--- src/rtl/riscv_soft_lsu_if.sv ---
// riscv_soft_lsu_if: data-memory bus between the LSU and a word-organised memory.
//   master (LSU): drives dmem_req, dmem_we, dmem_addr, dmem_wdata, dmem_be;
//                 samples dmem_ack, dmem_rdata.
//   slave (memory): the mirror image.
interface riscv_soft_lsu_if #(
  parameter int unsigned XPR_LEN = 32
);
  logic               dmem_req;
  logic               dmem_we;
  logic [XPR_LEN-1:0] dmem_addr;
  logic [XPR_LEN-1:0] dmem_wdata;
  logic [3:0]         dmem_be;
  logic               dmem_ack;
  logic [XPR_LEN-1:0] dmem_rdata;

  modport master (
    output dmem_req, dmem_we, dmem_addr, dmem_wdata, dmem_be,
    input  dmem_ack, dmem_rdata
  );

  modport slave (
    input  dmem_req, dmem_we, dmem_addr, dmem_wdata, dmem_be,
    output dmem_ack, dmem_rdata
  );
endinterface

--- src/rtl/riscv_soft_lsu.sv ---
// riscv_soft_lsu: multi-cycle load/store unit for a small RISC-V pipeline.
//   clk, reset      : clock and asynchronous active-high reset
//   start           : pipeline presents an op (sampled only in IDLE)
//   mem_op          : 00 NOP, 01 LOAD, 10 STORE, 11 FENCE
//   mem_op_type     : funct3 width/sign code
//   addr/store_data : byte address and rs2 value
//   busy            : stall request, high whenever not IDLE
//   done/fault      : one-cycle completion / error pulses (mutually exclusive)
//   load_data       : extended load result, valid while done=1
//   dmem            : data-memory bus (master side)
module riscv_soft_lsu #(
  parameter int unsigned XPR_LEN      = 32,
  parameter int unsigned ACK_TIMEOUT  = 255,
  parameter int unsigned FENCE_CYCLES = 4
) (
  input  logic               clk,
  input  logic               reset,
  input  logic               start,
  input  logic [1:0]         mem_op,
  input  logic [2:0]         mem_op_type,
  input  logic [XPR_LEN-1:0] addr,
  input  logic [XPR_LEN-1:0] store_data,
  output logic               busy,
  output logic               done,
  output logic               fault,
  output logic [XPR_LEN-1:0] load_data,
  riscv_soft_lsu_if.master   dmem
);

  localparam logic [1:0] StIdle   = 2'd0;
  localparam logic [1:0] StAccess = 2'd1;
  localparam logic [1:0] StFence  = 2'd2;

  logic [1:0]         state_q, state_d;
  logic [31:0]        cnt_q, cnt_d;
  logic               req_q, req_d;
  logic               we_q, we_d;
  logic [XPR_LEN-1:0] addr_q, addr_d;
  logic [XPR_LEN-1:0] wdata_q, wdata_d;
  logic [3:0]         be_q, be_d;
  logic               done_q, done_d;
  logic               fault_q, fault_d;
  logic [XPR_LEN-1:0] load_data_q, load_data_d;
  logic [2:0]         type_q, type_d;
  logic [1:0]         off_q, off_d;

  logic               is_load, is_store, type_ok, align_ok;
  logic [XPR_LEN-1:0] st_wdata;
  logic [3:0]         st_be;
  logic [XPR_LEN-1:0] rd_shift;
  logic [7:0]         rd_byte;
  logic [15:0]        rd_half;
  logic [XPR_LEN-1:0] rd_ext;

  // Decode and legality of the op presented on the pipeline side.
  always_comb begin
    is_load  = (mem_op == 2'b01);
    is_store = (mem_op == 2'b10);
    type_ok  = is_load  ? (mem_op_type inside {3'b000, 3'b001, 3'b010, 3'b100, 3'b101}) :
               is_store ? (mem_op_type inside {3'b000, 3'b001, 3'b010}) : 1'b0;
    case (mem_op_type[1:0])
      2'b01:   align_ok = ~addr[0];
      2'b10:   align_ok = (addr[1:0] == 2'b00);
      default: align_ok = 1'b1;
    endcase
    case (mem_op_type[1:0])
      2'b00: begin
        st_wdata = {(XPR_LEN/8){store_data[7:0]}};
        st_be    = 4'b0001 << addr[1:0];
      end
      2'b01: begin
        st_wdata = {(XPR_LEN/16){store_data[15:0]}};
        st_be    = 4'b0011 << addr[1:0];
      end
      default: begin
        st_wdata = store_data;
        st_be    = 4'b1111;
      end
    endcase
  end

  // Lane select and extension of returned read data.
  always_comb begin
    rd_shift = dmem.dmem_rdata >> {off_q, 3'b000};
    rd_byte  = rd_shift[7:0];
    rd_half  = off_q[1] ? dmem.dmem_rdata[31:16] : dmem.dmem_rdata[15:0];
    case (type_q)
      3'b000:  rd_ext = {{(XPR_LEN-8){rd_byte[7]}}, rd_byte};
      3'b001:  rd_ext = {{(XPR_LEN-16){rd_half[15]}}, rd_half};
      3'b100:  rd_ext = {{(XPR_LEN-8){1'b0}}, rd_byte};
      3'b101:  rd_ext = {{(XPR_LEN-16){1'b0}}, rd_half};
      default: rd_ext = dmem.dmem_rdata;
    endcase
  end

  always_comb begin
    state_d     = state_q;
    cnt_d       = cnt_q;
    req_d       = req_q;
    we_d        = we_q;
    addr_d      = addr_q;
    wdata_d     = wdata_q;
    be_d        = be_q;
    done_d      = 1'b0;
    fault_d     = 1'b0;
    load_data_d = load_data_q;
    type_d      = type_q;
    off_d       = off_q;

    case (state_q)
      StIdle: begin
        if (start) begin
          if (is_load || is_store) begin
            if (type_ok && align_ok) begin
              state_d = StAccess;
              cnt_d   = '0;
              req_d   = 1'b1;
              we_d    = is_store;
              addr_d  = {addr[XPR_LEN-1:2], 2'b00};
              wdata_d = is_store ? st_wdata : '0;
              be_d    = is_store ? st_be : 4'b1111;
              type_d  = mem_op_type;
              off_d   = addr[1:0];
            end else begin
              fault_d = 1'b1;
            end
          end else if (mem_op == 2'b11) begin
            state_d = StFence;
            cnt_d   = '0;
          end
        end
      end
      StAccess: begin
        if (dmem.dmem_ack || (cnt_q == ACK_TIMEOUT - 1)) begin
          state_d = StIdle;
          cnt_d   = '0;
          req_d   = 1'b0;
          we_d    = 1'b0;
          addr_d  = '0;
          wdata_d = '0;
          be_d    = '0;
          // Ack wins over a timeout landing in the same cycle.
          if (dmem.dmem_ack) begin
            done_d      = 1'b1;
            load_data_d = we_q ? '0 : rd_ext;
          end else begin
            fault_d = 1'b1;
          end
        end else begin
          cnt_d = cnt_q + 32'd1;
        end
      end
      StFence: begin
        if (cnt_q == FENCE_CYCLES - 1) begin
          state_d = StIdle;
          cnt_d   = '0;
          done_d  = 1'b1;
        end else begin
          cnt_d = cnt_q + 32'd1;
        end
      end
      default: state_d = StIdle;
    endcase
  end

  always_ff @(posedge clk or posedge reset) begin
    if (reset) begin
      state_q     <= StIdle;
      cnt_q       <= '0;
      req_q       <= 1'b0;
      we_q        <= 1'b0;
      addr_q      <= '0;
      wdata_q     <= '0;
      be_q        <= '0;
      done_q      <= 1'b0;
      fault_q     <= 1'b0;
      load_data_q <= '0;
      type_q      <= '0;
      off_q       <= '0;
    end else begin
      state_q     <= state_d;
      cnt_q       <= cnt_d;
      req_q       <= req_d;
      we_q        <= we_d;
      addr_q      <= addr_d;
      wdata_q     <= wdata_d;
      be_q        <= be_d;
      done_q      <= done_d;
      fault_q     <= fault_d;
      load_data_q <= load_data_d;
      type_q      <= type_d;
      off_q       <= off_d;
    end
  end

  assign busy            = (state_q != StIdle);
  assign done            = done_q;
  assign fault           = fault_q;
  assign load_data       = load_data_q;
  assign dmem.dmem_req   = req_q;
  assign dmem.dmem_we    = we_q;
  assign dmem.dmem_addr  = addr_q;
  assign dmem.dmem_wdata = wdata_q;
  assign dmem.dmem_be    = be_q;

endmodule

--- src/flat_wrapper.sv ---
// flat-port wrapper written by rule: the top's interface ports become plain ports
module riscv_soft_lsu_flat 
#(
  parameter int unsigned XPR_LEN      = 32,
  parameter int unsigned ACK_TIMEOUT  = 255,
  parameter int unsigned FENCE_CYCLES = 4
)
  (clk, reset, start, mem_op, mem_op_type, addr, store_data, busy, done, fault, load_data, dmem_dmem_req, dmem_dmem_we, dmem_dmem_addr, dmem_dmem_wdata, dmem_dmem_be, dmem_dmem_ack, dmem_dmem_rdata);
  riscv_soft_lsu_if #(.XPR_LEN(XPR_LEN)) dmem_i ();
  input  logic clk;
  input  logic reset;
  input  logic start;
  input  logic [1:0] mem_op;
  input  logic [2:0] mem_op_type;
  input  logic [XPR_LEN-1:0] addr;
  input  logic [XPR_LEN-1:0] store_data;
  output logic busy;
  output logic done;
  output logic fault;
  output logic [XPR_LEN-1:0] load_data;
  output wire logic [$bits(dmem_i.dmem_req)-1:0] dmem_dmem_req;
  output wire logic [$bits(dmem_i.dmem_we)-1:0] dmem_dmem_we;
  output wire logic [$bits(dmem_i.dmem_addr)-1:0] dmem_dmem_addr;
  output wire logic [$bits(dmem_i.dmem_wdata)-1:0] dmem_dmem_wdata;
  output wire logic [$bits(dmem_i.dmem_be)-1:0] dmem_dmem_be;
  input wire logic [$bits(dmem_i.dmem_ack)-1:0] dmem_dmem_ack;
  input wire logic [$bits(dmem_i.dmem_rdata)-1:0] dmem_dmem_rdata;
  assign dmem_dmem_req = dmem_i.dmem_req;
  assign dmem_dmem_we = dmem_i.dmem_we;
  assign dmem_dmem_addr = dmem_i.dmem_addr;
  assign dmem_dmem_wdata = dmem_i.dmem_wdata;
  assign dmem_dmem_be = dmem_i.dmem_be;
  assign dmem_i.dmem_ack = dmem_dmem_ack;
  assign dmem_i.dmem_rdata = dmem_dmem_rdata;
  riscv_soft_lsu #(.XPR_LEN(XPR_LEN), .ACK_TIMEOUT(ACK_TIMEOUT), .FENCE_CYCLES(FENCE_CYCLES)) u_core (.clk(clk), .reset(reset), .start(start), .mem_op(mem_op), .mem_op_type(mem_op_type), .addr(addr), .store_data(store_data), .busy(busy), .done(done), .fault(fault), .load_data(load_data), .dmem(dmem_i));
endmodule
--- config.mk ---
export PLATFORM = sky130hd
export DESIGN_NAME = riscv_soft_lsu_flat
export DESIGN_NICKNAME = d
export VERILOG_FILES = /design/src/rtl/riscv_soft_lsu_if.sv /design/src/rtl/riscv_soft_lsu.sv /design/src/flat_wrapper.sv
export SDC_FILE = /design/constraint.sdc
export NUM_CORES = 1
export LEC_CHECK = 0
export BUFFER_PORTS_ARGS = -buffer_cell sky130_fd_sc_hd__buf_2
export CAP_MARGIN = 20
export CORE_ASPECT_RATIO = 1.2
export CORE_MARGIN = 2
export CORE_UTILIZATION = 50
export DETAILED_ROUTE_END_ITERATION = 12
export PLACE_DENSITY = 0.86
export SYNTH_ARGS = -nofsm -noshare
export SYNTH_HDL_FRONTEND = slang
export SYNTH_SLANG_ARGS = --single-unit
--- constraint.sdc ---
create_clock -name clk -period 10.8 [get_ports clk]
set_input_delay 2.16 -clock clk [delete_from_list [all_inputs] [get_ports clk]]
set_output_delay 2.16 -clock clk [all_outputs]
set_load 0.05 [all_outputs]
---- Yosys cells after proc, flatten, opt, wreduce, memory -nomap -nowiden ----
Cells that the tools add are included.
word-level totals
  bits in registers ....................... 143
  bits in latches ......................... 0
  memory bits (writable) .................. 0
  ROM bits ................................ 0
  output and inout bits ................... 105
  memories ................................ 0
cells by class
  add/subtract/negate cells ............... 1
  $mul .................................... 0
  div/mod/pow operators ................... 0
  magnitude comparators ................... 0
  equality and inequality tests ........... 23
  shifts and indexed selects .............. 3
  multiplexer cells ....................... 57
  bitwise gates (word level) .............. 1
  reductions and logical operators ........ 18
operators with widths
  kind                                                                    count
  32-bit two-way mux                                                      15
  32-bit one-hot mux with 2 select lines                                  3
  32-bit one-hot mux with 4 select lines                                  1
  32-bit one-hot mux with 3 select lines                                  1
  32-bit by 1-bit adder with 32-bit output, second input constant         1
  32-bit by 2-bit equality test with 1-bit output, second input constant  1
  32-bit by 8-bit equality test with 1-bit output, second input constant  1
  32-bit by 5-bit >> shifter with 8-bit output                            1
  4-bit two-way mux                                                       5
  1-bit two-way mux                                                       17
  16-bit two-way mux                                                      1
  4-bit one-hot mux with 2 select lines                                   2
  3-bit equality test, second input constant                              4
  2-bit two-way mux                                                       6
  1-bit one-hot mux with 2 select lines                                   5
  5-bit AND reduction                                                     2
  2-bit equality test, second input constant                              4
  2-bit by 1-bit != test with 1-bit output, second input constant         4
  4-bit AND reduction                                                     2
  2-bit by 1-bit equality test with 1-bit output, second input constant   3
  3-bit by 1-bit equality test with 1-bit output, second input constant   2
  2-bit zero test                                                         3
  3-bit zero test                                                         2
  2-bit one-hot mux with 3 select lines                                   1
  other kinds (13)                                                        16

---- Longest topological paths before layout ----
  depth in word-level cells ............... 9
  depth in mapped cells ................... 11
  mapped depth without buffers ............ 8

---- Worst setup path before layout ----
Ideal clock, no wire load.
  path type ............................... input -> register
  start ................................... in mem_op_type[0]
  end ..................................... reg u_core.wdata_q[14], in the netlist u_core.dmem.dmem_wdata[14]
  setup time .............................. 0.135 ns
  data arrival time ....................... 3.939 ns
  data required time ...................... 10.665 ns
  path slack .............................. 6.727 ns
  stages on the path ...................... 11
  cells stage by stage .................... inv_1 ha_1 buf_4 nor2_2 a221o_1 a211oi_1 o211ai_2 buf_2 buf_2 nand2_1 o31ai_1
on the way
  word-level cells in the longest chain between the ends .. 7
RTL lines
  item                                                                            line                                          source
  from (decl)                                                                     flat_wrapper.sv:14                            input logic [2:0] mem_op_type;
  2-bit by 1-bit equality test with 1-bit output, or another cell as far along    riscv_soft_lsu.sv:61, riscv_soft_lsu.sv:66
  32-bit one-hot mux with 2 select lines or 3-bit nonzero test (tied branches)    riscv_soft_lsu.sv:66, riscv_soft_lsu.sv:60
  32-bit two-way mux or 1-bit two-way mux (tied branches)                         riscv_soft_lsu.sv:120, riscv_soft_lsu.sv:60
  32-bit two-way mux or 1-bit two-way mux (tied branches)                         riscv_soft_lsu.sv:114, riscv_soft_lsu.sv:59
  32-bit two-way mux or 1-bit logical AND (tied branches)                         riscv_soft_lsu.sv:113, riscv_soft_lsu.sv:114
  32-bit two-way mux or 2-bit by 1-bit != test with 1-bit output (tied branches)  n/a
  32-bit one-hot mux with 2 select lines or 5-bit AND reduction (tied branches)   n/a
  to (signal assigned)                                                            riscv_soft_lsu.sv:186                         wdata_q <= wdata_d;
  to (decl)                                                                       riscv_soft_lsu.sv:39                          logic [XPR_LEN-1:0] wdata_q, wdata_d;
Parallel ways exist; a longest one is shown, timed or not. The select of a mux whose other input is x is not followed.
A chain may end at the register's enable or synchronous reset.

---- Worst setup path after layout ----
  start ................................... in mem_op_type[1]
  end ..................................... reg u_core.wdata_q[10], in the netlist u_core.dmem.dmem_wdata[10]
The elaborated chain is that of the path after synthesis.

==> key figures <==
Finish
  • Fin cells: 1157
  • Commonest non-fill, non-tap cell in the layout: buf_2
  • Commonest cells after routing, fill and taps aside: 207 x buf_2, 151 x nand2_1, 141 x dfrtp_1
  • Filler cells: 1188
  • Synth-to-layout area growth: 22.8%
  • Layout cells sized above 1: 26.9%
  • Final nets: 1086

Synthesis
  • Unique masters post-synth: 57
  • Sequential-to-total area share from yosys stat: 48.4%
  • Number of enable flip-flop cells after synthesis: 0
  • Yosys Warn Count: 0
  • Synth Area per Inst: 9.25 sq um
  • Post-Syn Area: approximately 0.0073 sq mm
  • Ys flop type: dfrtp_1
  • Post-synthesis register bit count: 141
  • Synth Instances: about 790
  • Async S/R FF share, synth: 100%

Timing
  • Max Clock Skew: approximately 0.010 ns
  • FMAX: 0.189 GHz
  • Final hold violation count: 0
  • Slew headroom: 31.7%
  • Final setup violation count: 0
  • Slew @ Worst Pin: 1.02 ns
  • RSZ-0062 raised after global routing: false
  • Tmin final: between 5 and 6 ns
  • Final Cycle Share: 49.0%
  • Final Max Tran Viols: 0
  • Setup_tns: 0 ns

Hold path
  • Hold Path Origin: u_core.load_data[18]
  • Worst hold path type: flop to flop

Pwr
  • Logic pwr share: 48.4%
  • Reg power frac: 30.8%
  • P_leak: 4.62 nW
  • Cell Pwr Density: 296 mW/mm^2
  • Sw power: roughly 0.0013 W
  • Clk pwr share: 20.8%
  • Sw Share: 48.9%
  • Int Pwr: 0.00135 W
  • VDD IR max: around 0.18 mV

Critical path
  • RR Startpoint: u_core.state_q[1]
  • Critical path type: primary input to flop
  • Flop-to-flop setup slack: ~7.7 ns
  • Worst-path fanout max: 108
  • Critical Path RT: approximately 11 ns
  • Critical Path Source: mem_op_type[1]
  • CP startpoint kind: primary input
  • Endpoint class of the critical path: flop
  • CP arrival: 5.55 ns

Run
  • Max cap viols: 0

Clock network
  • Cts hold-fix bufs: 0
  • Clk sink count: 141
  • CTS max path bufs: 2
  • Num CTS Buffers: 17
  • H-tree depth: 4
  • CTS resizes: 0
  • Setup Fix Bufs, Post-CTS: 0
  • Worst-path clk slew: 0.06 ns
  • CTS tree: built
  • Worst skew pair latency: 0.42 ns
  • Clk root buf: clkbuf_16

Drt
  • Routed Wire Length: 18400 microns
  • DRC violations left: 0
  • Initial DRC count: 618
  • Drt pass-1 iters: 5
  • Via/cell ratio: 5.64
  • WL/cell: 15.9 microns
  • Post-route antenna net violation count: 0
  • Via count: 6525

Outcome
  • Outcome: complete, no violations

Place
  • Dpl cells: 1124
  • Placed wire-length estimate: 13100 microns
  • IO Port Bufs: about 210
  • GP Congestion: 0.870

Floorplan
  • Vert. Die Dim: 136 microns
  • Full die area: ~0.016 sq mm
  • Ports: 210
  • Core ar.: 0.0144 sq mm
  • Row count: 48
  • Initial Util: between 50% and 60%
  • Die W: 114 microns

GRT
  • Initial antenna violation count: 1
  • Gr ovfl total: 0
  • Gr usage total: 23.9%
  • Largest net degree at the start of global routing: about 110
  • Global-route wire length before repair: 29700 microns
  • Vias in the first global route: ~6100
[layout make-up]
type | instances | area (sq um) | share of cell area (%)
Antenna cell | 1 | 2.50 | 0.0280
Clock buffer | 18 | 439 | 4.91
Clock inverter | 14 | 120 | 1.34
Inverter | 12 | 50.0 | 0.559
Multi-Input combinational cell | 581 | 3500 | 39.1
Sequential cell | 141 | 3530 | 39.4
Tap cell | 175 | 219 | 2.45
Timing Repair Buffer | 215 | 1100 | 12.2
[power by group through the flow]
stage	Sequential [W]	Clock [W]	Combinational [W]
CTS	0.000816	0.000560	0.00129
global route	0.000839	0.000584	0.00137
detailed placement	0.000824	0	0.00128
floorplan	0.00137	0	0.000435
global placement	0.000818	0	0.00126
finish	0.000817	0.000551	0.00128
[final timing paths]
kind,endpoint,depth (start not counted)
max in group asynchronous,u_core.load_data[31],3
setup reg to reg,u_core.dmem.dmem_wdata[10],7
hold / removal,u_core.load_data[18],2
hold reg to reg,u_core.load_data[18],2
min in group asynchronous,u_core.dmem.dmem_addr[24],2
setup / recovery,u_core.dmem.dmem_wdata[10],9
[registers in the layout, indices dropped and copies added, names as in the netlist]
register and flops:
u_core.cnt_q 32, u_core.off_q 2, u_core.load_data 32, u_core.done 1, u_core.dmem.dmem_req 1, u_core.dmem.dmem_be 4, u_core.type_q 3, u_core.dmem.dmem_wdata 32
u_core.dmem.dmem_addr 30, u_core.dmem.dmem_we 1, u_core.state_q 2, u_core.fault 1
[worst max-delay path, stage by stage]
cell and delay, ns:
buf_2 0.09, inv_1 0.07, ha_1 0.35, nor2_2 0.67, a221o_1 0.33, a211oi_1 0.10
o211ai_4 0.63, buf_4 0.83, o31ai_1 0.21
[Yosys cell counts, types with 11 or more instances]
master / n / area share, %
o31ai_1: 32 / 3.3
nand2_1: 151 / 7.8
nand3_1: 16 / 1.1
o21ai_0: 33 / 2.3
a21o_1: 23 / 2.4
mux2i_1: 18 / 2.5
dfrtp_1: 141 / 48
ha_1: 13 / 2.2
a22o_1: 28 / 3.4
nand2b_1: 33 / 2.8
inv_1: 11 / 0.57
clkbuf_1: 39 / 2.0
o21ai_1: 52 / 3.6
nor2_1: 52 / 2.7
nor2b_1: 13 / 1.1
[per-layer routing]
layer	track usage, %	part of all wire (%)
met5	0	0
met4	10.8	3.1
met3	4.55	4.3
met2	40.5	51
met1	29.4	42
[kinds of logic after synthesis]
group	synth area share, %
buffers and inverters	3.88
AO/OA/AOI/OAI	21.7
AND/OR/NAND/NOR	20.0
multiplexers	3.71
adder cells (fa/ha/maj)	2.23
flip-flops	48.4
other	0.0514
[per-stage QoR]
stage               cell area (sq um)  util [%]  setup WS, ns  hold WS [ns]  power, W
global placement                 8390      58.5          5.26         0.444   0.00208
floorplan                        7300         -          4.86         0.486   0.00181
CTS                              8950      62.4          5.61         0.464   0.00266
detailed placement               8390      58.5          5.19         0.451   0.00211
global route                     8950      62.4          5.22         0.485   0.00279
finish                           8950      62.4          5.51         0.458   0.00265
(Power assumes the default switching activity.)
